$ cat config.mk
export PLATFORM = sky130hd
export DESIGN_NAME = l1ca_code_sync
export DESIGN_NICKNAME = d
export VERILOG_FILES = /design/src/rtl/l1ca_code_sync.sv
export SDC_FILE = /design/constraint.sdc
export NUM_CORES = 1
export LEC_CHECK = 0
export CAP_MARGIN = 10
export CORE_ASPECT_RATIO = 1.5
export CORE_MARGIN = 2
export CORE_UTILIZATION = 50
export DETAILED_ROUTE_END_ITERATION = 16
export PLACE_DENSITY = 0.76
export SYNTH_ARGS = -nofsm -noshare
export SYNTH_HDL_FRONTEND = slang
export SYNTH_SLANG_ARGS = --single-unit
export TNS_END_PERCENT = 100
$ cat constraint.sdc
create_clock -name clk -period 10.4 [get_ports clk]
set_input_delay 1.56 -clock clk [delete_from_list [all_inputs] [get_ports clk]]
set_output_delay 1.56 -clock clk [all_outputs]
set_load 0.02 [all_outputs]
$ cat src/rtl/l1ca_code_sync.sv
// GPS L1 C/A code-phase search: serial correlation of hard chips against a local Gold-code replica, slipping one chip per failed period.
// Latency: corr/corr_valid/locked/lock_lost/search_fail update 1 cycle after the 1023rd chip of a period; search_fail for a bad sv 1 cycle after start.
// Backpressure: none; chip_valid qualifies every chip, idle cycles stall the search without losing state, and every offered chip is consumed.
//
// Ports:
//   clk, rst (sync, active-high), clear (sync abort, same effect as rst)
//   start, sv[5:0] (0..31 = PRN1..PRN32), threshold[9:0]  -- sampled on start in IDLE
//   chip_valid, chip_in                                   -- received chip stream
//   locked, busy, epoch                                   -- status levels
//   corr_valid, corr[10:0] (signed), code_phase[9:0]      -- per-period result
//   search_fail, lock_lost                                -- one-cycle event pulses
module l1ca_code_sync #(
  parameter int MAX_SLIPS = 1023
) (
  input  logic               clk,
  input  logic               rst,
  input  logic               start,
  input  logic               clear,
  input  logic [5:0]         sv,
  input  logic               chip_valid,
  input  logic               chip_in,
  input  logic [9:0]         threshold,
  output logic               locked,
  output logic               busy,
  output logic               corr_valid,
  output logic signed [10:0] corr,
  output logic [9:0]         code_phase,
  output logic               epoch,
  output logic               search_fail,
  output logic               lock_lost
);

  typedef enum logic [1:0] {IDLE = 2'd0, CORR = 2'd1, SLIP = 2'd2, LOCKED = 2'd3} state_t;

  state_t             state, state_nxt;
  logic [10:1]        g1, g2;          // bit k is LFSR stage k
  logic [10:1]        g1_nxt, g2_nxt;
  logic [3:0]         tap_a, tap_b;    // G2 stage numbers for the selected PRN
  logic [4:0]         sv_r;
  logic [9:0]         thr_r;
  logic signed [10:0] acc, sum;
  logic [10:0]        sum_abs;
  logic [9:0]         cnt;
  logic [10:0]        slip_cnt;
  logic               rep_chip, accept, period_end, pass, exhausted;

  // G2 phase-selector tap pairs, PRN1..PRN32
  always_comb begin
    {tap_a, tap_b} = {4'd2, 4'd6};
    case (sv_r)
      5'd0:  {tap_a, tap_b} = {4'd2, 4'd6};
      5'd1:  {tap_a, tap_b} = {4'd3, 4'd7};
      5'd2:  {tap_a, tap_b} = {4'd4, 4'd8};
      5'd3:  {tap_a, tap_b} = {4'd5, 4'd9};
      5'd4:  {tap_a, tap_b} = {4'd1, 4'd9};
      5'd5:  {tap_a, tap_b} = {4'd2, 4'd10};
      5'd6:  {tap_a, tap_b} = {4'd1, 4'd8};
      5'd7:  {tap_a, tap_b} = {4'd2, 4'd9};
      5'd8:  {tap_a, tap_b} = {4'd3, 4'd10};
      5'd9:  {tap_a, tap_b} = {4'd2, 4'd3};
      5'd10: {tap_a, tap_b} = {4'd3, 4'd4};
      5'd11: {tap_a, tap_b} = {4'd5, 4'd6};
      5'd12: {tap_a, tap_b} = {4'd6, 4'd7};
      5'd13: {tap_a, tap_b} = {4'd7, 4'd8};
      5'd14: {tap_a, tap_b} = {4'd8, 4'd9};
      5'd15: {tap_a, tap_b} = {4'd9, 4'd10};
      5'd16: {tap_a, tap_b} = {4'd1, 4'd4};
      5'd17: {tap_a, tap_b} = {4'd2, 4'd5};
      5'd18: {tap_a, tap_b} = {4'd3, 4'd6};
      5'd19: {tap_a, tap_b} = {4'd4, 4'd7};
      5'd20: {tap_a, tap_b} = {4'd5, 4'd8};
      5'd21: {tap_a, tap_b} = {4'd6, 4'd9};
      5'd22: {tap_a, tap_b} = {4'd1, 4'd3};
      5'd23: {tap_a, tap_b} = {4'd4, 4'd6};
      5'd24: {tap_a, tap_b} = {4'd5, 4'd7};
      5'd25: {tap_a, tap_b} = {4'd6, 4'd8};
      5'd26: {tap_a, tap_b} = {4'd7, 4'd9};
      5'd27: {tap_a, tap_b} = {4'd8, 4'd10};
      5'd28: {tap_a, tap_b} = {4'd1, 4'd6};
      5'd29: {tap_a, tap_b} = {4'd2, 4'd7};
      5'd30: {tap_a, tap_b} = {4'd3, 4'd8};
      5'd31: {tap_a, tap_b} = {4'd4, 4'd9};
      default: {tap_a, tap_b} = {4'd2, 4'd6};
    endcase
  end

  // G1 = 1 + x^3 + x^10, G2 = 1 + x^2 + x^3 + x^6 + x^8 + x^9 + x^10
  assign g1_nxt   = {g1[9:1], g1[3] ^ g1[10]};
  assign g2_nxt   = {g2[9:1], g2[2] ^ g2[3] ^ g2[6] ^ g2[8] ^ g2[9] ^ g2[10]};
  assign rep_chip = g1[10] ^ g2[tap_a] ^ g2[tap_b];

  assign accept     = chip_valid && (state == CORR || state == LOCKED);
  assign sum        = (chip_in == rep_chip) ? acc + 11'sd1 : acc - 11'sd1;
  // sum never reaches -1024, so negating in 11 bits cannot overflow
  assign sum_abs    = sum[10] ? $unsigned(-sum) : $unsigned(sum);
  assign period_end = accept && (cnt == 10'd1022);
  assign pass       = sum_abs >= {1'b0, thr_r};
  assign exhausted  = (slip_cnt == 11'(MAX_SLIPS));

  // state register
  always_ff @(posedge clk) begin
    if (rst || clear) state <= IDLE;
    else              state <= state_nxt;
  end

  // next-state logic
  always_comb begin
    state_nxt = state;
    case (state)
      IDLE:        if (start && !sv[5]) state_nxt = CORR;
      CORR, LOCKED: begin
        if (period_end) begin
          if (pass)           state_nxt = LOCKED;
          else if (exhausted) state_nxt = IDLE;
          else                state_nxt = SLIP;
        end
      end
      SLIP:        if (chip_valid) state_nxt = CORR;
      default:     state_nxt = IDLE;
    endcase
  end

  // state-decoded outputs
  always_comb begin
    locked = (state == LOCKED);
    busy   = (state != IDLE);
    epoch  = &g1;
  end

  // replica, accumulator, counters and event pulses
  always_ff @(posedge clk) begin
    if (rst || clear) begin
      g1          <= '1;
      g2          <= '1;
      acc         <= '0;
      cnt         <= '0;
      slip_cnt    <= '0;
      sv_r        <= '0;
      thr_r       <= '0;
      corr        <= '0;
      corr_valid  <= 1'b0;
      code_phase  <= '0;
      search_fail <= 1'b0;
      lock_lost   <= 1'b0;
    end else begin
      corr_valid  <= 1'b0;
      search_fail <= 1'b0;
      lock_lost   <= 1'b0;
      case (state)
        IDLE: begin
          if (start) begin
            if (sv[5]) begin
              search_fail <= 1'b1;
            end else begin
              sv_r       <= sv[4:0];
              thr_r      <= threshold;
              g1         <= '1;
              g2         <= '1;
              acc        <= '0;
              cnt        <= '0;
              slip_cnt   <= '0;
              code_phase <= '0;
            end
          end
        end
        CORR, LOCKED: begin
          if (chip_valid) begin
            g1 <= g1_nxt;
            g2 <= g2_nxt;
            if (cnt == 10'd1022) begin
              // period boundary: the replica wraps to chip 0 on this same advance
              corr       <= sum;
              corr_valid <= 1'b1;
              acc        <= '0;
              cnt        <= '0;
              if (!pass) begin
                lock_lost   <= (state == LOCKED);
                search_fail <= exhausted;
              end
            end else begin
              acc <= sum;
              cnt <= cnt + 10'd1;
            end
          end
        end
        SLIP: begin
          // swallow one input chip with the replica held: replica falls one chip behind
          if (chip_valid) begin
            code_phase <= (code_phase == 10'd1022) ? 10'd0 : code_phase + 10'd1;
            slip_cnt   <= slip_cnt + 11'd1;
          end
        end
        default: ;
      endcase
    end
  end

endmodule

==> flow_summary.yaml <==
final_layout:
  final_nets: 757
  diodes: 0
  final_cell_mix: "nand2_1, dfxtp_1, nor2_1, a21oi_1, clkdlybuf4s50_1"
  fill_cells: 945
  layout_commonest_cell: "nand2_1"
  drive_above_1_share: 0.0509
  area_growth_pct: 17.2
synth:
  synth_area_leader_cell: "dfxtp_1"
  syn_nets: 720
  synth.top_cell.area_share: 0.377
  ys_seq_elements: 101
  netlist_area_um2: 5360
  synth-edff-count: 0
  synth_ff_type: "dfxtp_1"
  yosysWarnings: 0
  synth.area.top_cells: "dfxtp_1, nand2_1, ha_1"
  yosysSeqAreaShare: 0.377
  synth_async_sr_flop_share: 0
  yosys.cell_types.count: 58
  syn_inst: 665
  syn_area_per_cell_um2: 8.06
timing:
  worst_pin_slew_ns: 1.00
  fmax_mhz: 150
  min_period_ns: 6.67
  hold_viol_final: 0
  rsz0062_at_grt: "no"
  maxSlewHeadroom: 0.330
  finalSetupTns_ns: 0
  finClkSkew_ns: 0.0131
  maxSlewViolCount: 0
  whs_ns: 0.456
  min_period_over_period: 0.641
  setup_viol: 0
die:
  dieArea_um2: 11600
  coreArea_um2: 10500
  rows: 46
  io_pins: 49
  die_x_um: 88.6
  start_util: 0.509
  fp.dieH_um: 131
clocking:
  numCtsBuffers: 9
  cts_buffer_depth: 2
  ctsHoldBuffers: 0
  postCtsSetupRepairBufs: 0
  path_clk_slew_ns: 0.07
  cts_sinks: 101
  cts_resized: 0
  cts_tree: "yes"
  cts_htree_levels: 3
  clk_latency_ns: 0.35
  root_buffer: "clkbuf_16"
global_routing:
  first_global_vias: 4590
  overflow: 0
  grt_util_all_layers: 0.227
  grt_max_degree: 47
  grt_pass1_wl_um: 21000
  antenna_found_initial: 0
detailed_routing:
  drtIter0Drc: 288
  dr.pass1.iters: 5
  wl_um: 12500
  drc_errors: 0
  detail_route.wl_per_cell_um: 14.6
  postRouteAntennaNets: 0
  vias: 4777
  vias_per_cell: 5.61
pwr:
  power.total_uw: 949
  leakage_nw: 2.31
  peakVddDrop_uv: 86.2
  powerDensity_nw_per_um2: 151
worst_setup_path:
  reg2reg_to: "search_fail"
  cp_max_fo: 12
  cp-end-kind: "register"
  start_kind: "input pin"
  crit_required_ns: 10.67
  reg2regPathDepth: 23
  critPathKind: "in -> reg"
  endpoint: "search_fail"
  timing.rr.start: "tap_b[1]"
  rrSetupSlack_ns: 4.44
  cp.arrival_ns: 6.94
  cp-startpoint: "chip_in"
placement:
  dp_hpwl_um: 8840
  port_buffers: 48
  place_congestion: 0.905
run:
  maxCapViolCount: 0
min_path:
  hold_start: "thr_r[8]"
  hold_path_class: "reg -> reg"
status:
  status: "finished, final reports clean"
[flip-flops by register name (all words and copies together) (netlist names)]
name         cells
acc             11
corr            11
slip_cnt        11
cnt             10
code_phase      10
g1              10
g2              10
thr_r           10
sv_r             5
tap_a            4
tap_b            4
state            2
corr_valid       1
lock_lost        1
search_fail      1
[final cells by class]
class                      instances  area (µm²)  share of cell area
multi-input combinational        512        3140               0.500
sequential                       101        2020               0.322
timing repair buffer              53         518              0.0824
clock buffer                      10         239              0.0380
tap                              144         180              0.0287
inverter                          25        93.8              0.0149
clock inverter                     6        86.3              0.0137
[worst min path at each step]
stage / to / slack, ns / cells past startpoint
floorplan: acc[4] / 0.44 / 2
global placement: thr_r[6] / 0.45 / 2
detailed placement: thr_r[8] / 0.45 / 2
CTS: thr_r[8] / 0.46 / 2
global route: thr_r[2] / 0.48 / 2
finish: thr_r[8] / 0.46 / 2
[per-layer routing]
layer	share of wire	track usage	wire, µm
met5	0	0	0
met1	0.43	0.277	5340
met3	0.043	0.0308	534
met2	0.49	0.393	6170
met4	0.034	0.105	425
[cells by family (layout without fill, tap and decap cells)]
| group | after synthesis | in the layout | share of synthesized area |
|---|---|---|---|
| and+or+nand+nor | 285 | 285 | 0.246 |
| AOI/OAI and AO/OA | 139 | 139 | 0.159 |
| DFF | 101 | 101 | 0.377 |
| buffers and inverters | 52 | 94 | 0.0364 |
| xor gates and xnor gates | 47 | 47 | 0.0824 |
| adders and majority gates | 33 | 33 | 0.0784 |
| muxes | 8 | 8 | 0.0203 |
[where the power goes]
group | internal (mW) | leakage [nW] | switching, mW
clock | 0.217 | 0.158 | 0.142
combinational | 0.0808 | 1.34 | 0.115
sequential | 0.390 | 0.816 | 0.00364
total | 0.688 | 2.31 | 0.261
[synth_stat cells, types with 2 or more instances]
master and count:
or3_1 3, a31oi_1 2, o21bai_1 2, nand4_1 11
a21o_1 10, o21ai_0 37, o211ai_1 3, nor2_1 78
or4_1 2, nor2b_1 3, clkbuf_1 26, and3_1 7
inv_1 21, mux4_2 2, nand2b_1 6, o31ai_1 4
o221ai_1 2, o21a_1 2, xnor2_1 20, mux2_2 2
a21oi_1 48, and2_1 2, nand2_1 107, a22oi_1 4
dfxtp_1 101, xnor2_2 2, o22ai_1 4, o21ai_1 2
xor2_1 24, nor3_1 17, ha_1 32, nand3_1 18
clkinv_1 4, or2_2 3, mux2i_1 3, nand3b_1 22
a211oi_1 8
[metrics by stage]
step / cell area (µm²) / std cells / setup WS (ns) / utilization
2_1_floorplan: 5360 / 665 / 4.34 / -
3_3_place_gp: 5960 / 835 / 3.59 / 0.566
3_5_place_dp: 5960 / 835 / 3.43 / 0.566
4_1_cts: 6280 / 851 / 3.77 / 0.597
5_1_grt: 6280 / 851 / 3.35 / 0.597
6_report: 6280 / 851 / 3.73 / 0.597
[critical path: stages]
cell and delay (ns):
clkdlybuf4s50_1 0.41, xnor2_1 0.16, xnor3_2 0.59, inv_1 0.09
fa_1 0.42, nand2b_1 0.19, a21oi_1 0.24, o31ai_1 0.12
a21oi_1 0.21, a31oi_1 0.16, xnor2_2 0.44, nor2_1 0.10
xnor2_1 0.15, ha_1 0.28, a21o_1 0.15, a21o_1 0.17
a211oi_1 0.24, o21bai_1 0.12, a211oi_1 0.22, o21ai_0 0.17
or4_1 0.51, a211oi_2 0.21
Power figures use the tool's default switching activity.
